===== src/rtl/main_host_sequencer_pkg.sv =====
// Shared definitions for the main_host_sequencer slice: FSM states, default
// widths and the 64-bit byte-reversal helper used on both data paths.
package main_host_sequencer_pkg;

    localparam int MAIN_CMD_SIZE = 8;
    localparam int DEFAULT_LEN_W = 16;

    typedef enum logic [1:0] {
        ST_IDLE = 2'd0,
        ST_CMD  = 2'd1,
        ST_RUN  = 2'd2
    } seq_state_t;

    function automatic logic [63:0] swap_bytes64(input logic [63:0] data);
        logic [63:0] result;
        for (int i = 0; i < 8; i++) begin
            result[i*8 +: 8] = data[(7-i)*8 +: 8];
        end
        return result;
    endfunction

endpackage


===== src/rtl/main_host_sequencer_skid.sv =====
// Two-entry 64-bit skid buffer; accepts a push and a pop in the same cycle so a
// stream passing through it keeps one word per cycle.
module stream_skid64 (
    input  logic        clk,
    input  logic        rst,
    input  logic [63:0] in_data,
    input  logic        in_isReady,
    output logic        in_canReceive,
    output logic [63:0] out_data,
    output logic        out_isReady,
    input  logic        out_canReceive
);

    logic [63:0] mem [2];
    logic        wr_ptr;
    logic        rd_ptr;
    logic [1:0]  count;
    logic        push;
    logic        pop;

    assign in_canReceive = (count != 2'd2);
    assign out_isReady   = (count != 2'd0);
    assign out_data      = out_isReady ? mem[rd_ptr] : 64'd0;
    assign push          = in_isReady & in_canReceive;
    assign pop           = out_isReady & out_canReceive;

    always_ff @(posedge clk or negedge rst) begin
        if (!rst) begin
            mem[0] <= 64'd0;
            mem[1] <= 64'd0;
            wr_ptr <= 1'b0;
            rd_ptr <= 1'b0;
            count  <= 2'd0;
        end else begin
            if (push) begin
                mem[wr_ptr] <= in_data;
                wr_ptr      <= ~wr_ptr;
            end
            if (pop) begin
                rd_ptr <= ~rd_ptr;
            end
            case ({push, pop})
                2'b10:   count <= count + 2'd1;
                2'b01:   count <= count - 2'd1;
                default: count <= count;
            endcase
        end
    end

endmodule


===== src/rtl/main_host_sequencer.sv =====
// Host-side master for the main core: issues one command, then streams input
// words into main and main's output words to the host sink, concurrently.
module main_host_sequencer
    import main_host_sequencer_pkg::*;
#(
    parameter int CMD_W = MAIN_CMD_SIZE,
    parameter int LEN_W = DEFAULT_LEN_W
) (
    input  logic             clk,
    input  logic             rst,
    input  logic [CMD_W-1:0] job_cmd,
    input  logic [LEN_W-1:0] job_inWords,
    input  logic [LEN_W-1:0] job_outWords,
    input  logic             job_swap,
    input  logic             job_isReady,
    output logic             job_canReceive,
    input  logic [63:0]      src,
    input  logic             src_isReady,
    output logic             src_canReceive,
    output logic [63:0]      dst,
    output logic             dst_isReady,
    input  logic             dst_canReceive,
    output logic [CMD_W-1:0] m_cmd,
    output logic             m_cmd_isReady,
    input  logic             m_cmd_canReceive,
    output logic [63:0]      m_in,
    output logic             m_in_isReady,
    input  logic             m_in_canReceive,
    input  logic [63:0]      m_out,
    input  logic             m_out_isReady,
    output logic             m_out_canReceive,
    output logic             busy,
    output logic             done
);

    seq_state_t       state;
    seq_state_t       next_state;
    logic [CMD_W-1:0] cmd_q;
    logic [LEN_W-1:0] in_cnt;
    logic [LEN_W-1:0] out_cnt;
    logic             swap_q;
    logic             in_skid_can;
    logic             out_skid_can;
    logic             job_fire;
    logic             src_fire;
    logic             m_out_fire;
    logic             run_done;

    assign job_fire   = job_isReady & job_canReceive;
    assign src_fire   = src_isReady & src_canReceive;
    assign m_out_fire = m_out_isReady & m_out_canReceive;
    assign run_done   = (in_cnt == '0) && (out_cnt == '0) && !m_in_isReady && !dst_isReady;

    always_ff @(posedge clk or negedge rst) begin
        if (!rst) begin
            state <= ST_IDLE;
        end else begin
            state <= next_state;
        end
    end

    always_comb begin
        next_state = state;
        case (state)
            ST_IDLE: if (job_fire)         next_state = ST_CMD;
            ST_CMD:  if (m_cmd_canReceive) next_state = ST_RUN;
            ST_RUN:  if (run_done)         next_state = ST_IDLE;
            default:                       next_state = ST_IDLE;
        endcase
    end

    // Stream ready signals depend only on state, counters and buffer fill,
    // never combinationally on the far side's canReceive.
    always_comb begin
        job_canReceive   = 1'b0;
        m_cmd            = '0;
        m_cmd_isReady    = 1'b0;
        src_canReceive   = 1'b0;
        m_out_canReceive = 1'b0;
        busy             = 1'b0;
        done             = 1'b0;
        case (state)
            ST_IDLE: job_canReceive = rst;
            ST_CMD: begin
                m_cmd         = cmd_q;
                m_cmd_isReady = 1'b1;
                busy          = 1'b1;
            end
            ST_RUN: begin
                busy             = 1'b1;
                src_canReceive   = (in_cnt != '0) & in_skid_can;
                m_out_canReceive = (out_cnt != '0) & out_skid_can;
                done             = run_done;
            end
            default: ;
        endcase
    end

    always_ff @(posedge clk or negedge rst) begin
        if (!rst) begin
            cmd_q   <= '0;
            in_cnt  <= '0;
            out_cnt <= '0;
            swap_q  <= 1'b0;
        end else if (job_fire) begin
            cmd_q   <= job_cmd;
            in_cnt  <= job_inWords;
            out_cnt <= job_outWords;
            swap_q  <= job_swap;
        end else begin
            if (src_fire) begin
                in_cnt <= in_cnt - LEN_W'(1);
            end
            if (m_out_fire) begin
                out_cnt <= out_cnt - LEN_W'(1);
            end
        end
    end

    stream_skid64 u_in_skid (
        .clk            (clk),
        .rst            (rst),
        .in_data        (swap_q ? swap_bytes64(src) : src),
        .in_isReady     (src_fire),
        .in_canReceive  (in_skid_can),
        .out_data       (m_in),
        .out_isReady    (m_in_isReady),
        .out_canReceive (m_in_canReceive)
    );

    stream_skid64 u_out_skid (
        .clk            (clk),
        .rst            (rst),
        .in_data        (swap_q ? swap_bytes64(m_out) : m_out),
        .in_isReady     (m_out_fire),
        .in_canReceive  (out_skid_can),
        .out_data       (dst),
        .out_isReady    (dst_isReady),
        .out_canReceive (dst_canReceive)
    );

endmodule


===== config.mk =====
export PLATFORM = sky130hd
export DESIGN_NAME = main_host_sequencer
export DESIGN_NICKNAME = d
export VERILOG_FILES = /design/src/rtl/main_host_sequencer_pkg.sv /design/src/rtl/main_host_sequencer_skid.sv /design/src/rtl/main_host_sequencer.sv
export SDC_FILE = /design/constraint.sdc
export NUM_CORES = 1
export LEC_CHECK = 0
export BUFFER_PORTS_ARGS = -buffer_cell sky130_fd_sc_hd__buf_2
export CELL_PAD_IN_SITES_DETAIL_PLACEMENT = 1
export CELL_PAD_IN_SITES_GLOBAL_PLACEMENT = 1
export CORE_ASPECT_RATIO = 2
export CORE_UTILIZATION = 49
export DETAILED_ROUTE_END_ITERATION = 8
export HOLD_SLACK_MARGIN = 0.1
export PLACE_DENSITY_LB_ADDON = 0.3
export SLEW_MARGIN = 20
export SYNTH_ARGS = -nofsm -noshare
export SYNTH_HDL_FRONTEND = slang
export SYNTH_HIERARCHICAL = 1
export SYNTH_SLANG_ARGS = --single-unit

===== constraint.sdc =====
create_clock -name clk -period 5.9 [get_ports clk]
set_input_delay 0.885 -clock clk [delete_from_list [all_inputs] [get_ports clk]]
set_output_delay 0.885 -clock clk [all_outputs]
set_load 0.02 [all_outputs]

[After elaboration in Yosys (flattened, before gate mapping)]
Cells that the tools add are included.
Word-level totals
  register bits: 307
  bits of input ports: 177
  output and inout port bits: 144
  logic and storage cells: 108
Cells by class
  add/sub/neg operators: 6
  order comparisons: 6
  equality and inequality tests: 11
  muxes and demuxes: 33
  bitwise gates (word level): 17
  reduce and logical (&&, ||, !) cells: 20
Operator list (count)
  64-bit two-way mux: 12
  128-bit bitwise mux: 2
  64-bit demux with 1-bit select: 2
  16-bit two-way mux: 4
  16-bit zero test: 2
  16-bit nonzero test: 2
  16-bit by 1-bit subtractor with 16-bit output (second input constant): 2
  2-bit nonzero test: 6
  2-bit != test (second input constant): 5
  1-bit bitwise AND: 9
  2-bit >= comparator (second input constant): 4
  8-bit two-way mux: 1
  1-bit NOT with 2-bit output: 4
  2-bit case mux with 2 select lines: 2
  2-bit by 1-bit equality test with 1-bit output (second input constant): 3
  2-bit equality test (second input constant): 3
  1-bit two-way mux: 6
  2-bit two-way mux: 3
  2-bit case mux with 3 select lines: 1
  1-bit logical AND: 5
  2-bit by 1-bit adder with 2-bit output (second input constant): 2
  2-bit by 1-bit < comparator with 1-bit output (second input constant): 2
  1-bit NOT: 4
  2-bit by 1-bit subtractor with 2-bit output (second input constant): 2
  other kinds (4): 5

[Logic depth before layout (Yosys ltp)]
  depth after elaboration: 7
  depth in mapped cells: 11

[Hierarchy]
The synthesis kept the hierarchy.
By module, submodules not included
  stream_skid64: times used 2, cells each 430, area an instance 6531.3 um^2, seq. area each 3303.2 um^2
  main_host_sequencer: times used 1, cells each 422, area an instance 4017.6 um^2, seq. area each 1076.0 um^2

[Worst setup path before layout]
No wires, ideal clock.
  path kind: reg2out
  start point: register out_cnt[6]
  end point: output done
  data arrival time: 1921 ps
  data required time: 5015 ps
  slack: 3094 ps
  stages on the path, launching flop included: 6
  buffers on the path: 1
  cell sequence: dfrtp_1 > or3_1 > or3_1 > clkbuf_1 > nor2_1 > and4_1
On the way
  word-level cells in the longest chain between the ends: 5
RTL lines
  from (decl): line main_host_sequencer.sv:40  | logic [LEN_W-1:0] out_cnt;
  from (signal assigned): line main_host_sequencer.sv:108  | out_cnt <= job_outWords;
  from (signal assigned): line main_host_sequencer.sv:115  | out_cnt <= out_cnt - LEN_W'(1);
  16-bit zero test: line main_host_sequencer.sv:52  | assign run_done = (in_cnt == '0) && (out_cnt == '0) && !m_in_isReady && !dst_isReady;
  1-bit logical AND (3 in a row): line main_host_sequencer.sv:52
  1-bit two-way mux: line main_host_sequencer.sv:82  | case (state)
  to (decl): line main_host_sequencer.sv:33  | output logic done
Every way passes these cells.

[Final worst setup path]
Ends and elaborated chain as after synthesis.

==> flow_summary.ini <==
[final_layout]
post_route_cells_drive_above_1_share = 0.492
most-common-layout-cells = buf_2 (319), dfrtp_1 (304), mux2_4 (240)
fin_cells = 2035
layout.cells.most_common = buf_2
flow.area_growth_from_synthesis_pct = 15.2
post-route-util = 0.573
nNetsFinal = 1753

[sta]
setup_viol = 0
worst_clock_skew_ps = 11.5
slew_at_the_pin_closest_to_its_max_slew_limit_ps = 1080
final_total_negative_setup_slack_ps = 0
hold_worst_slack_ps = 289
finalMaxSlewViolations = 0
unrepaired_setup_endpoints_after_global_routing = no
timing_hold_violations_final = 0
period_share = 0.642
final_period_minus_worst_setup_slack_ps = 3790
fmax_mhz = 264
maxSlewHeadroom = 0.278

[grt]
global_route.peak_usage_layer = met2
pin_count_of_the_biggest_net_entering_global_routing = 92
grt_pass1_wl_mm = 72.3
grt_remaining_overflow = 0
grt_use_met2 = 0.486
global_route.usage.met1 = 0.288
via_count_of_the_first_global_routing_pass = 12800
grt_util_all_layers = 0.263
antenna_violations_before_repair = 6
groute.layer.met3.usage = 0.0325

[yosys]
avg_cell_area_syn_um2 = 13.3
synth.cell_area_um2 = 17100
synth_enable_flop_cells = 0
count_of_mapped_cells_out_of_synthesis = 1282
yosys_register_bits = 307
synth_seq_area_share = 0.450
yosysWarningCount = 6
postSynth.asyncResetShare = 1.00
synth_nets = 1469
postSynth.topFlopCell = dfrtp_1
yosys.cell_types.count = 45

[cts]
postCtsResizedCells = 0
clk_buf_depth = 3
clock_tree_from_tritoncts = built
postCtsSetupBuffers = 0
worstSkewPairLatency_ps = 560
cts_htree_levels = 1
clk_transition_reported_paths_ps = 70
hold_buffers = 0
cts_root_buf = clkbuf_16
clock-sinks = 307
numCtsBuffers = 30

[floorplan]
floorplan_die_area_um2 = 35700
die_y_um = 266
start_util = 0.497
io_pins = 321
die_span_in_x_um = 134
floorplan.core_area_um2 = 34400
floorplan.rows = 96

[critical_path]
cp_max_fo = 9
required_ps = 5020
r2r_cell_count = 8
r2r-end = u_in_skid/mem[107]
r2r-start = state[0]
setup_cp_type = reg2out
worst_setup_path_startpoint = out_cnt[6]
arrival_ps = 2900
cp-end-kind = output port
category_of_the_worst_setup_path_launch_point = flop
ff2ff_setup_slack_ps = 2360

[power]
power.static_leakage_nw = 9.50
power.density_cell_area_nw_per_um2 = 608
vdd_ir_drop_max_v = 0.000317

[placement]
dp.final_hpwl_mm = 32.1
gp_congestion = 0.900
placed_cells_incl_taps = 1975
portBuffers = 320

[route]
antenna_left = 0
detail_route.first_pass.iterations = 4
post-route-drc-count = 0
via_per_inst = 5.51
routed_wirelength_mm = 46.3
drt_first_iter_violations = 390
routedWlPerCell_um = 22.8
routed-via-count = 11200

[job]
cap_violations = 0

[status]
run_status = finished clean

[hold_path]
hp-class = in2async
-- Yosys cell counts, types with 2 or more instances --
| cell type | number | share of area |
|---|---|---|
| dfrtp_1 | 307 | 0.45 |
| mux2_4 | 240 | 0.21 |
| nor2_1 | 173 | 0.038 |
| mux2_2 | 139 | 0.092 |
| mux2i_1 | 128 | 0.075 |
| clkbuf_1 | 33 | 0.0073 |
| buf_12 | 28 | 0.033 |
| a21oi_1 | 22 | 0.0064 |
| xor2_1 | 19 | 0.0097 |
| mux2_1 | 16 | 0.011 |
| nand2_1 | 15 | 0.0033 |
| nand3_1 | 14 | 0.0041 |
| buf_2 | 13 | 0.0038 |
| and2_1 | 11 | 0.0040 |
| a31oi_1 | 10 | 0.0037 |
| ha_1 | 10 | 0.0073 |
| or3_1 | 10 | 0.0037 |
| xnor2_1 | 10 | 0.0051 |
| inv_1 | 9 | 0.0020 |
| buf_1 | 8 | 0.0018 |
| nor3_1 | 7 | 0.0021 |
| nand4_1 | 6 | 0.0022 |
| o21ai_0 | 5 | 0.0015 |
| o31ai_1 | 5 | 0.0022 |
| nor2b_1 | 4 | 0.0015 |
| nor4_1 | 4 | 0.0015 |
| or4_1 | 4 | 0.0018 |
| and3_1 | 3 | 0.0011 |
| and4_1 | 3 | 0.0015 |
| a22oi_1 | 2 | 0.00088 |
| and3_4 | 2 | 0.0013 |
| and3b_4 | 2 | 0.0015 |
| nand2b_4 | 2 | 0.0016 |
| nand3b_1 | 2 | 0.00088 |
| nand4b_1 | 2 | 0.0010 |
| o211ai_1 | 2 | 0.00088 |
| o21a_1 | 2 | 0.00088 |
| o21ai_1 | 2 | 0.00059 |
| o311ai_1 | 2 | 0.0010 |
-- report_power, final --
| part | internal [mW] | switching [mW] | leakage (nW) |
|---|---|---|---|
| sequential | 3.13 | 0.869 | 3.75 |
| clock | 1.21 | 0.868 | 0.510 |
| combinational | 2.84 | 3.05 | 5.25 |
| total | 7.17 | 4.79 | 9.50 |
-- state kept, by name, summed over array words and instances (netlist names) --
name               cells
u_in_skid/mem        128
swap_q                 1
out_cnt               16
u_out_skid/mem       128
u_in_skid/wr_ptr       1
u_out_skid/rd_ptr      1
cmd_q                  8
u_out_skid/count       2
u_in_skid/count        2
u_out_skid/wr_ptr      1
in_cnt                16
state                  2
u_in_skid/rd_ptr       1
-- how the worst max path moves through the flow --
stage | endpoint | slack [ps] | cells after the start
6_report | done | 2110 | 5
3_3_place_gp | u_out_skid/rd_ptr | 2430 | 3
5_1_grt | done | 1940 | 6
4_1_cts | done | 2070 | 6
2_1_floorplan | done | 3090 | 5
3_5_place_dp | u_out_skid/rd_ptr | 2310 | 3
-- area by class of cell --
type / count / area, um^2
Multi-Input combinational cell: 884 / 8600
Inverter: 9 / 33.8
Tap cell: 441 / 552
Clock buffer: 34 / 807
Fill cell: 3566 / 14700
Antenna cell: 5 / 12.5
Timing Repair Buffer: 334 / 1720
Clock inverter: 21 / 256
Sequential cell: 307 / 7690
-- through the flow --
stage               worst slack [ps]  total power [mW]  cell area, um^2
detailed placement              2310              9.87            18600
global route                    1940              12.6            19700
CTS                             2070              12.1            19700
global placement                2430              9.63            18600
finish                          2110              12.0            19700
floorplan                       3090              8.14            17100
-- layer usage --
metal	wire length, um	part of all wire	up-vias
met5	15	0.00032	-
met4	2450	0.053	2
met3	1780	0.038	108
met1	17100	0.37	5686
met2	25000	0.54	318
li1	-	-	5091
-- critical path: stages, from the launching register on --
cell,delay [ps]
dfrtp_1,390
or3_1,470
or3_1,470
nor2_1,550
and4_1,290
buf_2,170
-- cell families after synthesis --
family,Yosys count,share of synthesized area
AOI/OAI and AO/OA,54,0.0193
xor gates and xnor gates,29,0.0149
adders and majority gates,10,0.00733
buffers and inverters,91,0.0476
DFF,307,0.450
muxes,523,0.388
and+or+nand+nor,268,0.0729
No activity file was read; power rests on OpenSTA's default activity.
